==> src/rtl/sdram_wb_prefetch_arb.sv <==
// Round-robin Wishbone arbiter in front of an SDRAM controller, with a single
// write-through prefetch line that serves read hits without a controller access.
module sdram_wb_prefetch_arb #(
  parameter int NUM_M    = 2,
  parameter int ADDR_W   = 23,
  parameter int PF_DEPTH = 4
) (
  input  logic                     clk,
  input  logic                     rst,
  input  logic [NUM_M-1:0]         m_cyc,
  input  logic [NUM_M-1:0]         m_stb,
  input  logic [NUM_M-1:0]         m_we,
  input  logic [4*NUM_M-1:0]       m_sel,
  input  logic [ADDR_W*NUM_M-1:0]  m_adr,
  input  logic [32*NUM_M-1:0]      m_wdat,
  output logic [NUM_M-1:0]         m_ack,
  output logic [31:0]              m_rdat,
  output logic [ADDR_W-1:0]        c_addr,
  output logic                     c_rw,
  output logic [31:0]              c_wdata,
  output logic [3:0]               c_mask,
  output logic                     c_in_valid,
  input  logic                     c_busy,
  input  logic [31:0]              c_rdata,
  input  logic                     c_out_valid,
  input  logic                     inv,
  output logic [15:0]              hit_cnt,
  output logic [15:0]              miss_cnt
);

  localparam int LW = $clog2(PF_DEPTH);
  localparam int TW = ADDR_W - LW;

  typedef enum logic [2:0] {
    S_IDLE, S_ARB, S_HIT, S_WRITE, S_FILL, S_WAIT, S_RESP
  } state_t;

  state_t              r_state, w_state_nx;
  logic [1:0]          r_rr, r_gnt;
  logic [ADDR_W-1:0]   r_adr;
  logic [3:0]          r_sel;
  logic [31:0]         r_wdat;
  logic [LW-1:0]       r_fidx;
  logic [TW-1:0]       r_tag;
  logic                r_valid;
  logic                r_inv_pend;
  logic [31:0]         r_rdat;
  logic [15:0]         r_hit_cnt, r_miss_cnt;
  logic [31:0]         r_line [PF_DEPTH];

  logic [NUM_M-1:0]    w_req;
  logic [3:0]          w_req4;
  logic                w_found;
  logic [1:0]          w_pick;
  logic [ADDR_W-1:0]   w_adr;
  logic                w_we;
  logic [3:0]          w_sel;
  logic [31:0]         w_wdat;
  logic                w_hit;
  logic                w_last;
  logic                w_wr_hit;
  logic [LW-1:0]       w_rword;
  logic [1:0]          w_rr_nx;

  assign w_req    = m_cyc & m_stb;
  assign w_rword  = r_adr[LW-1:0];
  assign w_last   = (r_fidx == LW'(PF_DEPTH - 1));
  assign w_rr_nx  = (r_gnt == 2'(NUM_M - 1)) ? 2'd0 : r_gnt + 2'd1;
  assign w_wr_hit = r_valid && (r_tag == r_adr[ADDR_W-1:LW]);

  // Round-robin search starting at r_rr, wrapping at NUM_M (not a power of two in general).
  always_comb begin
    int unsigned idx;
    w_req4              = '0;
    w_req4[NUM_M-1:0]   = w_req;
    w_found             = 1'b0;
    w_pick              = r_rr;
    for (int unsigned k = 0; k < NUM_M; k++) begin
      idx = 32'(r_rr) + k;
      if (idx >= NUM_M) idx = idx - NUM_M;
      if (!w_found && w_req4[idx[1:0]]) begin
        w_found = 1'b1;
        w_pick  = idx[1:0];
      end
    end
  end

  always_comb begin
    w_adr  = '0;
    w_we   = 1'b0;
    w_sel  = '0;
    w_wdat = '0;
    for (int unsigned k = 0; k < NUM_M; k++) begin
      if (w_pick == k[1:0]) begin
        w_adr  = m_adr[k*ADDR_W +: ADDR_W];
        w_we   = m_we[k];
        w_sel  = m_sel[k*4 +: 4];
        w_wdat = m_wdat[k*32 +: 32];
      end
    end
  end

  assign w_hit = r_valid && (r_tag == w_adr[ADDR_W-1:LW]);

  always_ff @(posedge clk) begin
    if (rst) r_state <= S_IDLE;
    else     r_state <= w_state_nx;
  end

  always_comb begin
    w_state_nx = r_state;
    unique case (r_state)
      S_IDLE:  if (|w_req) w_state_nx = S_ARB;
      S_ARB: begin
        if (!w_found)   w_state_nx = S_IDLE;
        else if (w_we)  w_state_nx = S_WRITE;
        else if (w_hit) w_state_nx = S_HIT;
        else            w_state_nx = S_FILL;
      end
      S_HIT:   w_state_nx = S_RESP;
      S_WRITE: if (!c_busy) w_state_nx = S_RESP;
      S_FILL:  if (!c_busy) w_state_nx = S_WAIT;
      S_WAIT:  if (c_out_valid) w_state_nx = w_last ? S_RESP : S_FILL;
      S_RESP:  w_state_nx = S_IDLE;
      default: w_state_nx = S_IDLE;
    endcase
  end

  always_ff @(posedge clk) begin
    if (rst) begin
      r_rr       <= '0;
      r_gnt      <= '0;
      r_adr      <= '0;
      r_sel      <= '0;
      r_wdat     <= '0;
      r_fidx     <= '0;
      r_tag      <= '0;
      r_valid    <= 1'b0;
      r_inv_pend <= 1'b0;
      r_rdat     <= '0;
      r_hit_cnt  <= '0;
      r_miss_cnt <= '0;
    end else begin
      unique case (r_state)
        S_ARB: if (w_found) begin
          r_gnt  <= w_pick;
          r_adr  <= w_adr;
          r_sel  <= w_sel;
          r_wdat <= w_wdat;
          if (!w_we) begin
            if (w_hit) begin
              if (r_hit_cnt != '1) r_hit_cnt <= r_hit_cnt + 16'd1;
            end else begin
              if (r_miss_cnt != '1) r_miss_cnt <= r_miss_cnt + 16'd1;
              r_valid    <= 1'b0;
              r_inv_pend <= 1'b0;
              r_fidx     <= '0;
            end
          end
        end
        S_HIT: r_rdat <= r_line[w_rword];
        S_WAIT: if (c_out_valid) begin
          if (w_last) begin
            r_tag   <= r_adr[ADDR_W-1:LW];
            r_valid <= !(r_inv_pend || inv);
            r_rdat  <= (w_rword == r_fidx) ? c_rdata : r_line[w_rword];
          end else begin
            r_fidx <= r_fidx + LW'(1);
          end
        end
        S_RESP: r_rr <= w_rr_nx;
        default: ;
      endcase
      // An invalidate during a fill is deferred so the in-flight read still completes.
      if (inv) begin
        if (r_state == S_FILL || r_state == S_WAIT) r_inv_pend <= 1'b1;
        else                                         r_valid    <= 1'b0;
      end
    end
  end

  always_ff @(posedge clk) begin
    if (!rst) begin
      if (r_state == S_WAIT && c_out_valid) begin
        r_line[r_fidx] <= c_rdata;
      end else if (r_state == S_WRITE && !c_busy && w_wr_hit) begin
        for (int unsigned b = 0; b < 4; b++) begin
          if (r_sel[b]) r_line[w_rword][b*8 +: 8] <= r_wdat[b*8 +: 8];
        end
      end
    end
  end

  always_comb begin
    for (int unsigned k = 0; k < NUM_M; k++) begin
      m_ack[k] = (r_state == S_RESP) && (r_gnt == k[1:0]);
    end
  end

  assign m_rdat     = r_rdat;
  assign c_in_valid = (r_state == S_WRITE || r_state == S_FILL) && !c_busy;
  assign c_rw       = (r_state == S_WRITE);
  assign c_addr     = (r_state == S_FILL) ? {r_adr[ADDR_W-1:LW], r_fidx} : r_adr;
  assign c_wdata    = r_wdat;
  assign c_mask     = r_sel;
  assign hit_cnt    = r_hit_cnt;
  assign miss_cnt   = r_miss_cnt;

endmodule

==> config.mk <==
export PLATFORM = sky130hd
export DESIGN_NAME = sdram_wb_prefetch_arb
export DESIGN_NICKNAME = d
export VERILOG_FILES = /design/src/rtl/sdram_wb_prefetch_arb.sv
export SDC_FILE = /design/constraint.sdc
export NUM_CORES = 1
export LEC_CHECK = 0
export CELL_PAD_IN_SITES_DETAIL_PLACEMENT = 0
export CELL_PAD_IN_SITES_GLOBAL_PLACEMENT = 2
export CORE_ASPECT_RATIO = 0.7
export CORE_MARGIN = 2
export CORE_UTILIZATION = 32
export CTS_BUF_LIST = sky130_fd_sc_hd__clkbuf_4 sky130_fd_sc_hd__clkbuf_8 sky130_fd_sc_hd__clkbuf_16
export DETAILED_ROUTE_END_ITERATION = 10
export GPL_TIMING_DRIVEN = 0
export PLACE_DENSITY = 0.8
export SETUP_SLACK_MARGIN = 0.1
export SYNTH_ARGS = -nofsm -noshare
export SYNTH_HDL_FRONTEND = slang
export SYNTH_SLANG_ARGS = --single-unit
==> constraint.sdc <==
create_clock -name clk -period 3.6 [get_ports clk]
set_clock_uncertainty 0.05 [all_clocks]
set_input_delay 0.72 -clock clk [delete_from_list [all_inputs] [get_ports clk]]
set_output_delay 0.72 -clock clk [all_outputs]
set_load 0.005 [all_outputs]
==> out/qor.txt <==
Most common cell after layout, fill and taps aside: clkdlybuf4s50_1
RSZ-0062 raised after global routing: no
Largest family of logic cells by synthesized area: simple AND/OR/NAND/NOR gates
Synth Instances: 1229
Root Buffer Master: clkbuf_16
Number of buffers inserted for hold repair after clock tree synthesis: 0
Area inside the core boundary: 41000 µm²
Post-synthesis area per instance: 10.8 µm²
Outcome: finished, final reports clean
Cell family contributing the most delay on the critical path: buffers and inverters
Tightest Pin Transition: 1.13 ns
Power per standard cell area: 470 nW/µm²
Synthesized-area fraction occupied by ao, oa, aoi and oai cells: 14.0%
Setup-failing EPs final: 0
Die ar.: 43100 µm²
Cell seen most often among critical-path stages: buf_6
Number of fill cells: 3894
Worst setup margin: 0.164 ns
Number of cell rows: 62
Skew-Pair Late Insertion Delay: 0.57 ns
Final cell area excluding filler cells: 18300 µm²
Post-Synthesis Cell Area: 13300 µm²
Count of flip-flops with a built-in enable after synthesis: 128
Final RePlAce weighted congestion: 0.915
Via/cell ratio: 5.38
Adder-cell area share of the yosys netlist: 0.443%
Largest incremental delay on the critical path: 0.45 ns
Crit-path slowest cell: clkdlybuf4s50_1
H-tree levels: 1
Deepest clock path buffer count: 3
Antenna violations before repair: 0
FMAX: 291 MHz
Post-synthesis xor/xnor area fraction: 1.58%
Post-route total power: 8.59 mW
TritonCTS buffer count: 30
Initial detailed-routing violation count: 880
Vias in the first global route: 11100
Starting utilization of the core area: 32.4%
Slew Limit Fails: 0
Critical path class: in2reg
Syn nets: 1393
Min Clock Period, post-route: 3.44 ns
Worst slew margin relative to its limit: 24.3%
Path category of the worst min-delay check: reg2reg
Total routing usage reported by global routing: 21.9%
Yosys cell types: 69
Detailed Place HPWL: 36.1 mm
Placed cell area: 16800 µm²
Final ANT Viol Nets: 0
Clk pin slew, worst setup/hold paths: 0.06 ns
Fraction of the cycle the final worst path needs: 95.4%
Synth Flop Type: dfxtp_1
Pre-CTS setup slack: -1.43 ns
Count of nets after finishing: 1715
Layout cell share with drive strength beyond 1: 15.3%
Total vias in the final route: 11400
Drt wl/cell: 22.8 µm
Crit path launch type: input pin
Critical path arrival: 3.83 ns
Clock tree from TritonCTS: yes
Buffering stage count on the worst path with inverters included: 4
Post-synthesis register bit count: 285
Clock sink total: 285
Required time at the worst-slack endpoint: 3.99 ns
Highest-count cells in the layout ignoring fill and taps: 284 x clkdlybuf4s50_1, 157 x dfxtp_1, 128 x edfxtp_1
Post-synthesis sequential area ratio: 52.6%
Synth-to-Final Area Change: 37.8%
Ports placed on the boundary: 288
Worst ir drop on vdd: 0.379 mV
Synthesized-area fraction occupied by and/or/nand/nor cells: 14.9%
Wire length of the first global-routing pass: 70.8 mm
Drt pass-1 iters: 5
Die outline height: 174 µm
Hold Slack: 0.434 ns
CP endpoint kind: flop
Number of warnings reported in the yosys synthesis log: 0
Critical-path cell list: clkdlybuf4s50_1 -> and2_4 -> maj3_4 -> buf_6 -> a221o_1 -> a211o_2 -> nor4_4 -> and3_4 -> buf_6 -> buf_12 -> nand4_1 -> mux2_1
Worst-path fanout max: 10
Total gr overflow: 0
Endpoints failing hold: 0
Final WL: 48.2 mm
Share of async-settable or async-resettable flops after synthesis: 0%
Horizontal die dimension: 247 µm
Max cap viols: 0
Fraction of synthesized area in multiplexers: 11.7%
N_diodes: 0
Total DRC errors in the routed layout: 0
Maximum number of pins on one net before global-route repair: 15
Count of port buffers added during placement: 287
Cell leakage power: 6.07 nW
cells by family after synthesis:
logic type	count (synthesis)
and+or+nand+nor	417
adders and majority gates	5
DFF	285
muxes	110
buffers and inverters	133
AOI/OAI and AO/OA	255
xor gates and xnor gates	24
synth_stat cells (4+ instances only):
cell type  count  area, µm²
clkbuf_1      65        244
a221o_1       12        120
buf_4         24        180
dfxtp_1      157       3140
nand4_1       13       81.3
buf_2          9       45.0
edfxtp_1     128       3840
a311oi_1       9       78.8
a31o_2        12        105
nand3_1       24        120
mux2_2        41        462
nor2_1       145        544
buf_1         12       45.0
nor4_1        10       62.6
o21a_1         5       37.5
mux2i_1       33        330
o31ai_1       10       75.1
o21ai_0       17       85.1
mux4_2        32        721
nor2b_1       20        125
and2_1         8       50.1
a211oi_1      35        263
xor2_1        23        201
nor3b_1        6       45.0
a21oi_1       60        300
inv_1         18       67.6
nand2_1       84        315
and3_1        16        100
nor3_1        58        290
a221oi_1      49        429
a22oi_1        6       45.0
a31oi_1       10       62.6
nand2b_1      11       68.8
mux2_1         4       45.0
or4_1          9       67.6
flip-flops by register name, indices dropped and copies added (netlist names), named ones only:
signal,flops
c_wdata,32
r_line,128
c_mask,4
miss_cnt,16
r_adr,23
r_fidx,2
m_rdat,32
r_state,3
r_tag,21
hit_cnt,16
r_valid,1
r_gnt,2
r_inv_pend,1
r_rr,2
routing by layer:
metal,GRT usage (%),part of all wire [%]
met1,32.7,47
met5,0,0
met4,5.34,2.5
met3,4.65,7.4
met2,32.1,43
layout make-up:
type                    instances  area (µm²)  share of cell area, %
clock buffers                  38         847                   4.63
repair buffers                290        2900                   15.9
multi-input cells             811        5990                   32.7
clock inverters                15         180                  0.986
flip-flops and latches        285        6990                   38.2
inverters                      19        71.3                  0.390
well taps                     544         681                   3.72
plain buffers                 114         626                   3.42
where the power goes:
part | switching, mW | total, mW | leakage [nW] | internal [mW]
registers | 0.151 | 3.68 | 2.42 | 3.53
clock network | 1.32 | 3.26 | 0.509 | 1.94
logic | 0.841 | 1.64 | 3.14 | 0.803
worst register-to-register path, delay by kind of cell, from the launching register on:
family,cells,cell delay (ns)
buffers and inverters,4,0.84
AOI/OAI and AO/OA,1,0.15
and+or+nand+nor,6,1.61
DFF,1,0.31
final timing paths:
| path | from | end | slack (ns) | cells after the start |
|---|---|---|---|---|
| setup / recovery | m_stb[0] | hit_cnt[7] | 0.16 | 12 |
| hold / removal | r_tag[5] | r_tag[5] | 0.43 | 2 |
| setup reg to reg | r_state[0] | r_line[2][28] | 0.31 | 11 |
| hold reg to reg | r_tag[5] | r_tag[5] | 0.43 | 2 |
per-stage QoR:
step	util [%]	instances	TNS (ns)
floorplan	-	1229	0
global placement	41.1	2060	-322.60
detailed placement	41.1	2060	-328.01
CTS	44.3	2114	-0.424
global route	44.6	2116	0
finish	44.6	2116	0
repair_timing:
action	4_1_cts	5_1_grt
endpoints found under the setup margin	346	300
setup buffers	1	2
pin swaps	3	7
resized for setup	71	45
cloned	0	0
No activity file was read; power rests on OpenSTA's default activity.
